### src/rtl/slt_share_arbiter.sv
// Shared set-less-than unit: round-robin grant over NREQ requesters, one
// registered compare stage, and a per-requester result slot held until drained.
module slt_share_arbiter #(
  parameter int NREQ = 4,
  parameter int W    = 32
) (
  input  logic              clk,
  input  logic              reset,
  input  logic [NREQ-1:0]   req_valid,
  output logic [NREQ-1:0]   req_ready,
  input  logic [NREQ*W-1:0] req_a,
  input  logic [NREQ*W-1:0] req_b,
  input  logic [NREQ-1:0]   req_unsigned,
  output logic [NREQ-1:0]   resp_valid,
  output logic [NREQ-1:0]   resp_result,
  input  logic [NREQ-1:0]   resp_ready,
  output logic              busy
);

  localparam int IW = (NREQ > 1) ? $clog2(NREQ) : 1;
  typedef logic [IW-1:0] idx_t;

  // Stage S1 and the response slots
  logic            s1_valid;
  logic [W-1:0]    s1_a;
  logic [W-1:0]    s1_b;
  logic            s1_uns;
  idx_t            s1_idx;
  logic            s1_lt;
  idx_t            last_grant;
  logic [NREQ-1:0] slot_valid;
  logic [NREQ-1:0] slot_result;

  // Grant-side combinational signals
  logic [NREQ-1:0] eligible;
  logic [NREQ-1:0] grant;
  idx_t            grant_idx;
  logic            transfer;
  logic [W-1:0]    sel_a;
  logic [W-1:0]    sel_b;
  logic            sel_uns;

  function automatic logic slt(input logic [W-1:0] a, input logic [W-1:0] b,
                               input logic uns);
    if (uns || (a[W-1] == b[W-1])) return (a < b);
    return a[W-1];
  endfunction

  // Eligibility only looks at registered state, so req_ready never depends
  // on resp_ready in the same cycle.
  always_comb begin
    // NOTE: every variable written in always_comb gets a default first so no latch is inferred.
    eligible = '0;
    for (int i = 0; i < NREQ; i++) begin
      eligible[i] = req_valid[i] && !slot_valid[i] &&
                    !(s1_valid && (s1_idx == idx_t'(i)));
    end
  end

  always_comb begin
    idx_t cand;
    logic found;
    grant     = '0;
    grant_idx = last_grant;
    found     = 1'b0;
    cand      = '0;
    for (int k = 1; k <= NREQ; k++) begin
      cand = idx_t'((int'(last_grant) + k) % NREQ);
      if (!found && eligible[cand]) begin
        found       = 1'b1;
        grant[cand] = 1'b1;
        grant_idx   = cand;
      end
    end
  end

  assign req_ready = reset ? '0 : grant;
  assign transfer  = |req_ready;

  // One-hot operand mux; grant is zero or one-hot, so OR-reduction is exact.
  always_comb begin
    sel_a   = '0;
    sel_b   = '0;
    sel_uns = 1'b0;
    for (int i = 0; i < NREQ; i++) begin
      sel_a   = sel_a | ({W{grant[i]}} & req_a[i*W +: W]);
      sel_b   = sel_b | ({W{grant[i]}} & req_b[i*W +: W]);
      sel_uns = sel_uns | (grant[i] & req_unsigned[i]);
    end
  end

  assign s1_lt = slt(s1_a, s1_b, s1_uns);

  // Control state: S1 valid, round-robin pointer and slot flags.
  always_ff @(posedge clk) begin
    // NOTE: sequential state uses non-blocking assignments only, so all flops update together.
    if (reset) begin
      s1_valid    <= 1'b0;
      last_grant  <= idx_t'(NREQ - 1);
      slot_valid  <= '0;
      slot_result <= '0;
    end else begin
      s1_valid <= transfer;
      if (transfer) last_grant <= grant_idx;
      for (int i = 0; i < NREQ; i++) begin
        if (s1_valid && (s1_idx == idx_t'(i))) begin
          slot_valid[i]  <= 1'b1;
          slot_result[i] <= s1_lt;
        end else if (slot_valid[i] && resp_ready[i]) begin
          slot_valid[i]  <= 1'b0;
        end
      end
    end
  end

  // NOTE: S1 payload is not reset; it is only observed while s1_valid is set.
  always_ff @(posedge clk) begin
    if (transfer) begin
      s1_a   <= sel_a;
      s1_b   <= sel_b;
      s1_uns <= sel_uns;
      s1_idx <= grant_idx;
    end
  end

  assign resp_valid  = slot_valid;
  assign resp_result = slot_result;
  assign busy        = s1_valid | (|slot_valid);

endmodule

### config.mk
export PLATFORM = sky130hd
export DESIGN_NAME = slt_share_arbiter
export DESIGN_NICKNAME = d
export VERILOG_FILES = /design/src/rtl/slt_share_arbiter.sv
export SDC_FILE = /design/constraint.sdc
export NUM_CORES = 1
export LEC_CHECK = 0
export BUFFER_PORTS_ARGS = -buffer_cell sky130_fd_sc_hd__buf_4
export CAP_MARGIN = 20
export CORE_MARGIN = 5
export CORE_UTILIZATION = 41
export CTS_CLUSTER_DIAMETER = 200
export DETAILED_ROUTE_END_ITERATION = 6
export HOLD_SLACK_MARGIN = 0.02
export PLACE_DENSITY = 0.77
export SYNTH_ARGS = -nofsm -noshare
export SYNTH_HDL_FRONTEND = slang
export SYNTH_SLANG_ARGS = --single-unit
### constraint.sdc
create_clock -name clk -period 5.1 [get_ports clk]
set_input_delay 0.255 -clock clk [delete_from_list [all_inputs] [get_ports clk]]
set_output_delay 0.255 -clock clk [all_outputs]
set_load 0.05 [all_outputs]
# == Word-level counts from Yosys, hierarchy flattened ==
# Index checks and enable logic that the tools add are counted.
# word_totals
regBits,78
inputBits,270
out_inout_bits,13
# op_classes
addsub,4
n_lt_le_gt_ge,9
n_eq_ne,4
n_mux,39
bitwise_logic,25
n_reduce_logical,42
# op_table
op,n
32-bit AND,8
32-bit bitwise OR,6
32-bit less-than comparator,1
1-bit logical AND,23
1-bit 2-to-1 mux,22
4-bit 2-to-1 mux,5
"2-bit by 3-bit less-than comparator with 1-bit output, second input constant",4
4-bit bitwise OR,3
1-bit logical NOT,11
1-bit binary-select mux with 2-bit select,4
1-bit demux with 2-bit select,4
"2-bit by 1-bit greater-or-equal comparator with 1-bit output, second input constant",4
2-bit 2-to-1 mux,4
2-bit nonzero test,4
4-bit OR reduction,2
"2-bit by 1-bit adder with 2-bit output, second input constant",2
"2-bit adder, second input constant",2
1-bit AND,4
"2-bit == test, second input constant",2
1-bit bitwise OR,4
"2-bit by 1-bit == test with 1-bit output, second input constant",1
2-bit logical NOT,1
1-bit == test,1
1-bit logical OR,1

# == Longest topological paths before layout ==
# Gate-level depths: netlist of run 1.
# logic_depth
word_depth,20
mapped_depth,12
mapped_depth_nobuf,10

# == Worst setup path before layout of run 1 ==
# OpenSTA, ideal clock, no wires.
# synth_timing
path_kind,register -> register
startpoint,register last_grant[0]
endpoint,register s1_a[0] (enable)
setup_time_ns,0.492
arrival_ns,4.944
setup_slack_ns,-0.336
path_stages_with_launch,10
n_path_buf,1
synth_period_minus_slack_ns,5.436
cell_sequence,dfxtp_1 inv_1 clkbuf_1 ha_1 o32a_1 o22ai_1 mux2i_1 o211ai_2 nor4_4 nor2_1
# synth_via
elab_chain_len,15
word_cells_on_any_way,50
cone_classes,4 x add/sub; 8 x order compare; 24 x mux; 3 x bitwise; 11 x reduce/logical
# synth_rtl
element,line_no,rtl
"start, declared",30,idx_t last_grant;
"start signal, assigned",99,last_grant <= idx_t'(NREQ - 1);
"start signal, assigned",104,if (transfer) last_grant <= grant_idx;
"parallel branches: the longest is 12 deep, another holds 2-bit by 3-bit less-than comparator with 1-bit output",n/a,
4-bit 2-to-1 mux (*),69,if (!found && eligible[cand]) begin
4-bit 2-to-1 mux (*),77,assign req_ready = reset ? '0 : grant;
4-bit OR reduction (*),78,assign transfer = |req_ready;
via transfer,38,logic transfer;
"end signal, assigned",119,s1_a <= sel_a;
"end, declared",25,logic [W-1:0] s1_a;
# Mark *: on every way through the listed nets, which the timed path passes. The select of a mux whose other input is x is not followed.
# A chain may end at the register's enable or synchronous reset.

# == Worst setup path after layout of run 1 ==
# layout_timing
startpoint,register last_grant[0]
endpoint,output port req_ready[3]
# layout_via
elab_chain_len,14
word_cells_on_any_way,49
cone_classes,4 x add/sub; 8 x order compare; 24 x mux; 3 x bitwise; 10 x reduce/logical
# layout_rtl
element,line_no,rtl
"parallel branches: the longest is 12 deep, another holds 2-bit by 3-bit less-than comparator with 1-bit output",n/a,
4-bit 2-to-1 mux (*),69,
4-bit 2-to-1 mux (*),77,
"end, declared",10,"output logic [NREQ-1:0] req_ready,"
# Mark *: on every way between the ends. The select of a mux whose other input is x is not followed.

==> results of run 1 <==
==> sequential cells by signal, indices dropped and copies added, names as in the netlist <==
register and count:
last_grant 2, s1_uns 1, s1_b 32, resp_result 4, s1_a 32, s1_idx 2
resp_valid 4, s1_valid 1
==> per-layer routing <==
metal	vias to the layer above	part of all wire
met4	0	0.0097
met1	2479	0.40
met5	-	0
li1	2563	-
met2	200	0.53
met3	10	0.058
==> per-stage QoR <==
step / instances / area, um^2 / utilization / worst slack (ns)
4_1_cts: 969 / 7760 / 0.618 / 0.567
2_1_floorplan: 527 / 5240 / - / 0.795
5_1_grt: 969 / 7760 / 0.618 / 0.183
3_5_place_dp: 953 / 7500 / 0.596 / 0.827
6_report: 969 / 7760 / 0.618 / 0.544
3_3_place_gp: 953 / 7500 / 0.596 / 1.03
==> cell families (layout without fill, tap and decap cells) <==
family                     count (synthesis)  after routing  share of synthesized area
AOI/OAI and AO/OA                        196            196                      0.281
xor gates and xnor gates                   2              2                    0.00335
adders and majority gates                 39             39                     0.0932
buffers and inverters                     67            337                     0.0531
DFF                                       78             78                      0.426
muxes                                      8              8                     0.0203
and+or+nand+nor                          137            137                      0.123
==> cell usage after synthesis, types with 2 or more instances <==
library cell | number | area share
o21ai_0 | 8 | 0.0077
ha_1 | 39 | 0.093
a211oi_1 | 2 | 0.0029
o22ai_1 | 9 | 0.011
nand2_1 | 85 | 0.061
mux2i_1 | 5 | 0.0096
a21o_1 | 15 | 0.022
xnor2_1 | 2 | 0.0033
nand3_1 | 3 | 0.0029
a21oi_1 | 10 | 0.0096
nor3_1 | 3 | 0.0029
nand4_1 | 6 | 0.0072
a22oi_1 | 132 | 0.19
o211ai_2 | 4 | 0.0096
dfxtp_1 | 11 | 0.042
nor2_1 | 13 | 0.0093
o2111ai_1 | 2 | 0.0033
buf_2 | 21 | 0.020
nand3b_1 | 2 | 0.0029
mux4_2 | 2 | 0.0086
a311oi_1 | 4 | 0.0067
nand2b_1 | 8 | 0.0096
edfxtp_1 | 67 | 0.38
a2111oi_0 | 2 | 0.0033
nor2b_1 | 7 | 0.0084
and3b_1 | 3 | 0.0050
a2111o_1 | 2 | 0.0043
clkbuf_1 | 12 | 0.0086
inv_1 | 34 | 0.024
==> critical path, delay by kind of cell (launching register included) <==
family / cells / cell delay (ns)
buf+inv: 3 / 1.11
simple gates: 2 / 0.44
flops: 1 / 0.69
compound gates: 3 / 1.08
fa+ha+maj: 1 / 0.48
mux: 1 / 0.14
==> power by group through the flow <==
| stage | logic, mW | registers (mW) | clock network [mW] |
|---|---|---|---|
| finish | 3.00 | 1.45 | 0.569 |
| floorplan | 2.16 | 1.47 | 0 |
| CTS | 3.02 | 1.45 | 0.582 |
| detailed placement | 3.00 | 1.46 | 0 |
| global route | 3.37 | 1.48 | 0.611 |
| global placement | 2.91 | 1.45 | 0 |
==> cell type report <==
type	count	area (um^2)
inverter	34	128
clock inverter	6	37.5
timing repair buffer	287	2150
multi-input combinational	382	2770
clock buffer	10	229
tap	172	215
sequential	78	2230
fill	1037	4810
==> worst paths after layout <==
kind / start / endpoint / slack [ns] / cells after the start
max: last_grant[0]$_SDFFE_PP1P_ / req_ready[3] / 0.54 / 10
min: resp_ready[1] / resp_valid[1]$_SDFFE_PP0P_ / 0.20 / 3
max reg2reg: last_grant[0]$_SDFFE_PP1P_ / s1_idx[1]$_DFFE_PP_ / 0.78 / 10
min reg2reg: resp_valid[1]$_SDFFE_PP0P_ / resp_valid[1]$_SDFFE_PP0P_ / 0.55 / 2
==> impl_results.md, run 1 <==
* Via Count at 5,252
* Sw Pwr at 2.22 mW
* Clk_skew at 0.00661 ns
* Die Y at 123 um
* CP Data Arrival Time at 4.30 ns
* Most frequent cells in the layout: buf_4, a22oi_1, nand2_1
* Total power at 5.02 mW
* Sequential area share after synthesis at 0.426
* Share of layout cells above drive strength 1 at 0.395
* Cell count after synthesis at 527
* Post-synth cell types at 43
* Endpoints failing setup at 0
* Rel. slew slack at 0.251
* Port bufs at 282
* Syn Nets at 836
* Clock slew at reported path FFs at 0.06 ns
* GRT met1 Usage at 0.279
* Via density at 5.42
* Post-CTS setup buffers at 0
* Sw frac at 0.441
* GRT met2 Usage at 0.397
* Inserted Diodes at 0
* Crit-path slowest cell: dfxtp_1
* Worst VDD drop at 0.449 mV
* Die width at 123 um
* Hold WS at 0.198 ns
* Clock H-tree levels at 3
* Detailed placer's ending HPWL at 13,500 um
* Area Overhead vs Synth at 48.3%
* CTS tree: built
* Maximum clock frequency at 219 MHz
* Status: finished, final reports clean
* Synth warnings at 0
* Syn Area/Cell at 9.93 um^2
* Prevailing post-synth register cell: edfxtp_1
* Clk buf depth at 2
* First-pass GRT wire length at 26,300 um
* Max_cap viols at 0
* DR DRC count at 0
* Nets at 1,101
* Slew Viols, Final at 0
* P_leak at 3.63 nW
* Initial antenna violation count at 0
* Sequential power share at 0.288
* Worst Max-Slew Pin Slew at 1.10 ns
* Rows at 41
* Iter 0 DRT Violations at 315
* Sink Count at 78
* CP endpoint kind: output port
* Total GRT Usage at 0.220
* Pwr/cell area at 647 nW/um^2
* CP required at 4.85 ns
* Largest net degree at the start of global routing at 68
* Final hold violation count at 0
* Vias in the first global route at 5,359
* Initial Util at 0.416
* Cell area after synthesis at 5230 um^2
* Grt ovf at 0
* Post-route minimum period at 4.56 ns
* Commonest non-fill, non-tap cell in the layout: buf_4
* Routability congestion estimate at 0.834
* DRT Pass-1 Iters at 5
* Core Footprint at 12,600 um^2
* DRT Wirelength at 17,100 um
* Num CTS Buffers at 9
* Critical Path Max Stage Delay at 0.69 ns
* Busiest grt layer: met2
* I/O pin count at 283
* RSZ-0062 raised after global routing: no
* Clk root buf: clkbuf_16
* Number of synthesized flops with an enable pin at 67
* WL/cell at 17.7 um
* Antenna viol nets, final at 0
* Cell Chain, Critical Path: inv_1 -> ha_1 -> nor3b_1 -> a22oi_1 -> o22ai_1 -> mux2i_1 -> o211ai_4 -> buf_4 -> nor2b_1 -> buf_4
* HP Class: in -> reg
* Crit share post-route at 0.893
* Die area at 15,100 um^2
* Fraction of registers with async set/reset at 0
* Post-CTS sizing at 0
* Global Route met3 Usage at 0.0343
* Crit path kind: reg -> out
* #FFs+latches synth at 78
* Cell-internal power at 2.80 mW
* Clock network fraction of total power at 0.113
* Logic gate share of total power at 0.598
* Crit path top cell by count: buf_4
* Setup crit start kind: flip-flop
* Setup_tns at 0 ns
* Post-CTS Hold Fix Bufs at 0
* Clock Latency Late Sink at 0.33 ns
* Crit path max fanout at 42
No activity file was read; power rests on OpenSTA's default activity.
==> run 2: changes to the inputs <==
--- a/config.mk
+++ b/config.mk
@@ -7,12 +7,14 @@
 export LEC_CHECK = 0
 export BUFFER_PORTS_ARGS = -buffer_cell sky130_fd_sc_hd__buf_4
 export CAP_MARGIN = 20
+export CELL_PAD_IN_SITES_DETAIL_PLACEMENT = 1
+export CELL_PAD_IN_SITES_GLOBAL_PLACEMENT = 2
 export CORE_MARGIN = 5
-export CORE_UTILIZATION = 41
+export CORE_UTILIZATION = 23
 export CTS_CLUSTER_DIAMETER = 200
 export DETAILED_ROUTE_END_ITERATION = 6
 export HOLD_SLACK_MARGIN = 0.02
-export PLACE_DENSITY = 0.77
+export PLACE_DENSITY_LB_ADDON = 0.1
 export SYNTH_ARGS = -nofsm -noshare
 export SYNTH_HDL_FRONTEND = slang
 export SYNTH_SLANG_ARGS = --single-unit
==> impl_results.md, run 2 (synthesis gave the netlist of run 1 again) <==
* Max_cap viols at 0 (unchanged)
* Status: finished, final reports clean (unchanged)
* I/O pin count at 283 (unchanged)
* Setup_tns at 0 ns (unchanged)
* HP Class: in -> reg (unchanged)
* Commonest non-fill, non-tap cell in the layout: buf_4 (unchanged)
* Clock Latency Late Sink at 0.33 ns (about the same)
* Area Overhead vs Synth at 53.6% (was 48.3%)
* Antenna viol nets, final at 0 (unchanged)
* Nets at 1,107 (was 1,101)
* Inserted Diodes at 0 (unchanged)
* Detailed placer's ending HPWL at 16,000 um (was 13,500 um)
* Hold WS at 0.190 ns (was 0.198 ns)
* Slew Viols, Final at 0 (unchanged)
* Die area at 25,900 um^2 (was 15,100 um^2)
* Iter 0 DRT Violations at 220 (was 315)
* Share of layout cells above drive strength 1 at 0.400 (was 0.395)
* Rel. slew slack at 0.406 (was 0.251)
* Total GRT Usage at 0.150 (was 0.220)
* Clock slew at reported path FFs at 0.06 ns (about the same)
* DR DRC count at 0 (unchanged)
* DRT Wirelength at 19,900 um (was 17,100 um)
* Post-CTS setup buffers at 0 (unchanged)
* Port bufs at 282 (unchanged)
* Routability congestion estimate at 0.782 (was 0.834)
* Post-route minimum period at 4.14 ns (was 4.56 ns)
* WL/cell at 18.3 um (was 17.7 um)
* Worst Max-Slew Pin Slew at 0.869 ns (was 1.10 ns)
* P_leak at 3.71 nW (was 3.63 nW)
* Post-CTS Hold Fix Bufs at 0 (unchanged)
* Clock H-tree levels at 3 (unchanged)
* Endpoints failing setup at 0 (unchanged)
* Crit path max fanout at 41 (was 42)
* Maximum clock frequency at 241 MHz (was 219 MHz)
* CTS tree: built (unchanged)
* DRT Pass-1 Iters at 5 (unchanged)
* Grt ovf at 0 (unchanged)
* Crit share post-route at 0.812 (was 0.893)
* Pwr/cell area at 673 nW/um^2 (was 647 nW/um^2)
* Most frequent cells in the layout: buf_4, a22oi_1, nand2_1 (unchanged)
* Rows at 55 (was 41)
* Clk buf depth at 2 (unchanged)
* Crit path kind: reg -> reg (was reg -> out)
* Initial antenna violation count at 0 (unchanged)
* Initial Util at 0.233 (was 0.416)
* Die Y at 161 um (was 123 um)
* Via density at 4.83 (was 5.42)
* First-pass GRT wire length at 31,000 um (was 26,300 um)
* RSZ-0062 raised after global routing: no (unchanged)
* Worst VDD drop at 0.356 mV (was 0.449 mV)
* CP required at 5.13 ns (was 4.85 ns)
* Placed insts at 1,072 (was 953)
* Post-CTS sizing at 0 (unchanged)
* Clk root buf: clkbuf_16 (unchanged)
* Post-route insts no fill at 1,088 (was 969)
* CP endpoint kind: flip-flop (was output port)
* Num CTS Buffers at 9 (unchanged)
* Largest net degree at the start of global routing at 42 (was 68)
* Via Count at 5,255 (was 5,252)
* Final hold violation count at 0 (unchanged)
* Vias in the first global route at 5,734 (was 5,359)
* Sink Count at 78 (unchanged)
* Die width at 161 um (was 123 um)
* Biggest regs: s1_a x32, s1_b x32 (unchanged)
* CP Data Arrival Time at 4.17 ns (was 4.30 ns)
* Clk_skew at 0.00723 ns (was 0.00661 ns)
* Core Footprint at 22,500 um^2 (was 12,600 um^2)
* Setup crit start kind: flip-flop (unchanged)
-- run 2: stage by stage --
| step | area (um^2) | setup slack (ns) | power (mW) | utilization |
|---|---|---|---|---|
| after detailed placement | 7680 | 0.985 | 4.74 | 0.341 |
| after CTS | 8040 | 0.959 | 5.55 | 0.357 |
| after global placement | 7670 | 1.15 | 4.68 | 0.341 |
| after global routing | 8040 | 0.671 | 5.92 | 0.357 |
| final | 8040 | 0.959 | 5.41 | 0.357 |
| after floorplan | 5240 | 0.795 | 3.63 | - |
-- run 2: path summary, 6_finish.rpt --
check | endpoint | slack (ns) | cells after the start | from
setup / recovery | s1_b[15]$_DFFE_PP_ | 0.96 | 11 | last_grant[0]$_SDFFE_PP1P_
hold / removal | resp_valid[1]$_SDFFE_PP0P_ | 0.19 | 3 | resp_ready[1]
hold reg to reg | resp_valid[1]$_SDFFE_PP0P_ | 0.56 | 2 | resp_valid[1]$_SDFFE_PP0P_
setup reg to reg | s1_b[15]$_DFFE_PP_ | 0.96 | 11 | last_grant[0]$_SDFFE_PP1P_
-- run 2: area by class of cell --
cell class | count | area [um^2]
fillers | 2596 | 14500
multi-input cells | 382 | 2770
flip-flops and latches | 78 | 2230
repair buffers | 293 | 2200
well taps | 285 | 357
clock buffers | 10 | 229
clock inverters | 6 | 134
inverters | 34 | 128
-- run 2: critical path: stages (launching register included) --
cell	delay (ns)
dfxtp_1	0.70
inv_1	0.41
ha_1	0.49
and3b_1	0.20
a22oi_1	0.40
o22ai_1	0.17
mux2i_1	0.29
o211ai_4	0.11
buf_4	0.27
nor4_4	0.44
nor2_4	0.05
buf_4	0.29
-- run 2: power breakdown --
part | switching, mW | internal [mW] | leakage, nW
sequential | 0.142 | 1.30 | 0.737
clock | 0.245 | 0.527 | 0.177
combinational | 1.98 | 1.21 | 2.79
-- run 2: layer usage --
layer	routed length, um	track usage	vias up
li1	-	-	2584
met1	8100	0.180	2495
met2	10400	0.271	161
met3	1140	0.0352	15
met4	227	0.0349	0
met5	0	0	-
